`config.mk`:
```
export PLATFORM = sky130hd
export DESIGN_NAME = logic_op_pipe
export DESIGN_NICKNAME = d
export VERILOG_FILES = /design/src/rtl/logic_op_pipe.sv
export SDC_FILE = /design/constraint.sdc
export NUM_CORES = 1
export LEC_CHECK = 0
export CAP_MARGIN = 20
export CORE_ASPECT_RATIO = 0.6
export CORE_MARGIN = 2
export CORE_UTILIZATION = 40
export DETAILED_ROUTE_END_ITERATION = 6
export GPL_TIMING_DRIVEN = 0
export PLACE_DENSITY = 0.74
export SETUP_SLACK_MARGIN = 0.5
export SYNTH_ARGS = -nofsm -noshare
export SYNTH_HDL_FRONTEND = slang
export SYNTH_SLANG_ARGS = --single-unit
```
`constraint.sdc`:
```
create_clock -name clk -period 3.61 [get_ports clk]
set_input_delay 0.722 -clock clk [delete_from_list [all_inputs] [get_ports clk]]
set_output_delay 0.722 -clock clk [all_outputs]
set_load 0.02 [all_outputs]
```
`src/rtl/logic_op_pipe.sv`:
```
// logic_op_pipe
//   Applies a selectable bitwise gate function to WIDTH-bit operands and
//   presents the result through a two-stage valid/ready pipeline, together
//   with zero / all-ones / popcount flags that always match the Y on the bus.
//   In accumulate mode the previous accepted result replaces operand A and
//   A replaces operand B, so gate functions can be chained across beats.
//
// Ports
//   clk, rst_n        clock (rising edge), asynchronous active-low reset
//   in_valid/in_ready operand beat handshake
//   A, B              operands (B ignored when acc=1)
//   op                gate select: 0 AND, 1 OR, 2 NOR, 3 NAND, 4 XOR,
//                     5 XNOR, 6 ANDN (X&~Z), 7 PASS (X)
//   acc               accumulate mode for this beat
//   out_valid/out_ready result beat handshake
//   Y                 result
//   Y_zero, Y_ones    Y == 0, Y == all ones
//   Y_cnt             number of 1 bits in Y
module logic_op_pipe #(
    parameter int WIDTH = 8,
    parameter int CNT_W = $clog2(WIDTH + 1)
) (
    input  logic             clk,
    input  logic             rst_n,
    input  logic             in_valid,
    output logic             in_ready,
    input  logic [WIDTH-1:0] A,
    input  logic [WIDTH-1:0] B,
    input  logic [2:0]       op,
    input  logic             acc,
    output logic             out_valid,
    input  logic             out_ready,
    output logic [WIDTH-1:0] Y,
    output logic             Y_zero,
    output logic             Y_ones,
    output logic [CNT_W-1:0] Y_cnt
);

    function automatic logic [CNT_W-1:0] popcnt(input logic [WIDTH-1:0] v);
        logic [CNT_W-1:0] c;
        c = '0;
        for (int i = 0; i < WIDTH; i++) c = c + CNT_W'(v[i]);
        return c;
    endfunction

    logic [WIDTH-1:0] r_acc;
    logic             r_s1_valid;
    logic [WIDTH-1:0] r_s1_data;
    logic             r_out_valid;
    logic [WIDTH-1:0] r_y;
    logic             r_y_zero;
    logic             r_y_ones;
    logic [CNT_W-1:0] r_y_cnt;

    logic             w_accept;
    logic             w_s2_load;
    logic             w_s1_adv;
    logic [WIDTH-1:0] w_x;
    logic [WIDTH-1:0] w_z;
    logic [WIDTH-1:0] w_r;

    // in_ready depends only on pipeline state and out_ready, never on in_valid.
    assign w_s2_load = !r_out_valid || out_ready;
    assign w_s1_adv  = r_s1_valid && w_s2_load;
    assign in_ready  = !r_s1_valid || w_s1_adv;
    assign w_accept  = in_valid && in_ready;

    // Accumulate mode: previous accepted result is X, A moves into the Z slot.
    always_comb begin
        w_x = acc ? r_acc : A;
        w_z = acc ? A : B;
        case (op)
            3'd0:    w_r = w_x & w_z;
            3'd1:    w_r = w_x | w_z;
            3'd2:    w_r = ~(w_x | w_z);
            3'd3:    w_r = ~(w_x & w_z);
            3'd4:    w_r = w_x ^ w_z;
            3'd5:    w_r = ~(w_x ^ w_z);
            3'd6:    w_r = w_x & ~w_z;
            default: w_r = w_x;
        endcase
    end

    // Stage 1 and the accumulator. r_acc updates at accept time rather than
    // at output time, so chained beats stay correct under downstream stalls.
    always_ff @(posedge clk or negedge rst_n) begin
        if (!rst_n) begin
            r_acc      <= '0;
            r_s1_valid <= 1'b0;
            r_s1_data  <= '0;
        end else begin
            if (w_accept) begin
                r_acc      <= w_r;
                r_s1_data  <= w_r;
                r_s1_valid <= 1'b1;
            end else if (w_s1_adv) begin
                r_s1_valid <= 1'b0;
            end
        end
    end

    // Stage 2: Y and its flags are registered together so they never skew.
    always_ff @(posedge clk or negedge rst_n) begin
        if (!rst_n) begin
            r_out_valid <= 1'b0;
            r_y         <= '0;
            r_y_zero    <= 1'b1;
            r_y_ones    <= 1'b0;
            r_y_cnt     <= '0;
        end else if (w_s2_load) begin
            r_out_valid <= r_s1_valid;
            if (r_s1_valid) begin
                r_y      <= r_s1_data;
                r_y_zero <= (r_s1_data == '0);
                r_y_ones <= (r_s1_data == {WIDTH{1'b1}});
                r_y_cnt  <= popcnt(r_s1_data);
            end
        end
    end

    assign out_valid = r_out_valid;
    assign Y         = r_y;
    assign Y_zero    = r_y_zero;
    assign Y_ones    = r_y_ones;
    assign Y_cnt     = r_y_cnt;

endmodule
```
==> flow_summary.toml <==
[status]
run_status = "finished clean"

[floorplan]
rows = 21
coreArea_mm2 = 0.00549
fp.dieW_um = 101
die_h_um = 62.0
fp.dieArea_mm2 = 0.00624
ioPinCount = 40
start_util_pct = 40.9

[sta]
hold_viol = 0
max_freq_mhz = 337
tightest_slew_ns = 0.517
skew_ns = 0.00223
period_share_pct = 82.3
period_minus_slack_ns = 2.97
tns_ns = 0
rsz0062_at_grt = "false"
slew_viol_final = 0
slew_headroom_pct = 65.5
setup_viol = 0

[logic_synthesis]
yosys.area.top_type = "dfrtp_1"
synth_cell_type_count = 41
synth.avg_cell_area_um2 = 8.94
synth_edf_count = 0
synth_top_area_share_pct = 25.7
yosysMostFrequentCell = "inv_1"
synth_area_leaders = "dfrtp_1, ha_1, inv_1, mux2_2, mux2i_1"
synth-seq-cells = 24
synth-main-ff-cell = "dfrtp_1"
async_flop_share_pct = 100
synthCells = 251
synth_area_mm2 = 0.00224
yosys-top-cells-count = "inv_1, ha_1, dfrtp_1, nand2_1, nor2_1"
synth.net_count = 308
ys_seq_area_share_pct = 26.8
ys_warn_count = 0

[critical_path]
start_kind = "flop"
regToRegSetupSlack_ns = 0.64
r2r-end = "Y_cnt[2]"
crit_arrival_ns = 3.17
crit_end = "Y_cnt[2]"
worstPathMaxFanout = 4
reg2reg_depth = 10
cp-end-kind = "flop"
regToRegStartpoint = "r_s1_data[0]"
crit_required_ns = 3.81
path_class = "flop to flop"
critPathLaunch = "r_s1_data[0]"

[final_layout]
layout.cells.non_filler = 364
final_util_pct = 51.0
drive_gt1_share_pct = 12.5
nets = 353
area_growth_pct = 24.9
n_antenna_cell = 0

[min_path]
min_path_type = "flop to flop"
min-delay-start = "Y[7]"

[run]
drv_cap = 0

[global_route]
first_global_vias = 1760
grt_max_degree = 25
grt_pass1_wl_um = 8470
antenna_found_initial = 0
gr-usage-all-layers_pct = 17.8
grt_overflow = 0

[routing]
drt_iter0_drc = 80
wl_um = 5280
vias_per_cell = 5.28
drt_pass1_iterations = 4
antenna_left = 0
via_count = 1923
drc_errors = 0
wl_per_cell_um = 14.5

[clocking]
cts_hold_buf = 0
clk_pin_slew_worst_paths_ns = 0.08
ctsLongestPathBuffers = 2
cts_root_buf = "clkbuf_8"
cts.sinks = 24
numCtsBuffers = 3
h-tree-depth = 1
clkLatencyLatePin_ns = 0.27
cts_tree = "built"

[placed_design]
io_buffers = 38
dpl.hpwl_um = 4030
dp_cells = 358
gp_congestion = 0.891

[power]
power_leakage_nw = 1.31
p_per_area_mw_per_mm2 = 432
ir_drop_uv = 282
[per-layer routing]
metal,GRT usage [%],vias to the layer above,share of wire (%)
li1,-,943,-
met3,2.80,13,6.4
met2,25.1,62,39
met5,0,-,0
met1,27.5,905,52
met4,6.07,0,2.2
[critical path: stages, from the launching register on]
cell and delay (ns):
dfrtp_2 0.45, fa_1 0.54, inv_1 0.05, fa_1 0.49
fa_1 0.44, inv_1 0.07, ha_1 0.16, inv_1 0.05
fa_1 0.37, xor2_1 0.17, o21ai_1 0.12
[worst min-delay path by stage]
stage                    end  slack, ns  cells past startpoint
floorplan               Y[0]       0.43                      0
global placement      Y_zero       0.47                      2
detailed placement      Y[7]       0.47                      2
CTS                   Y_zero       0.49                      2
global route        Y_cnt[3]       0.53                      1
finish                  Y[7]       0.49                      2
[cells in the final DEF (no fill, tap or decap), types with 7 or more instances in the layout]
master / count
nor2_1: 17
dfrtp_1: 21
inv_1: 30
nand2_1: 19
a2bb2oi_1: 7
o21ai_0: 8
a21oi_1: 15
mux2_2: 10
mux2i_1: 9
o21ai_1: 9
ha_1: 29
xor2_1: 9
clkdlybuf4s50_1: 38
[flip-flops by register name (all words and copies together) (netlist names)]
| name | cells |
|---|---|
| Y | 8 |
| Y_zero | 1 |
| Y_ones | 1 |
| out_valid | 1 |
| Y_cnt | 4 |
| r_s1_data | 8 |
| r_s1_valid | 1 |
[logic make-up after synthesis]
logic type,count (synthesis),synth area share (%)
XOR/XNOR,9,3.51
flip-flops,24,26.8
multiplexers,19,9.04
adder cells (fa/ha/maj),33,19.7
buffers and inverters,43,8.53
AND/OR/NAND/NOR,63,14.6
AO/OA/AOI/OAI,60,17.7
[layout make-up]
type                       instances  area (um^2)
sequential                        24          604
fill                             506         2690
inverter                          30          113
tap                               69         86.3
timing repair buffer              40          415
multi-input combinational        184         1450
buffer                            13         78.8
clock buffer                       4         55.1
[power breakdown]
group	total, mW	internal, mW	switching (mW)
Sequential	0.387	0.334	0.0533
Combinational	0.642	0.307	0.335
Clock	0.181	0.0974	0.0838
Total	1.21	0.738	0.472
[through the flow]
| stage | power, mW | hold WS (ns) | worst slack, ns | cell area (um^2) |
|---|---|---|---|---|
| final | 1.21 | 0.486 | 0.638 | 2800 |
| after global routing | 1.31 | 0.529 | 0.542 | 2800 |
| after CTS | 1.21 | 0.487 | 0.557 | 2770 |
| after detailed placement | 1.02 | 0.474 | 0.576 | 2710 |
| after global placement | 1.00 | 0.468 | 0.632 | 2710 |
| after floorplan | 0.796 | 0.426 | 0.773 | 2240 |
[repair_timing]
item / in CTS / in global routing
endpoints found under the setup margin: 0 / 2
buffers inserted: 0 / 1
gates resized for setup: 0 / 3
Note: power is estimated with default switching activity, not from simulation.
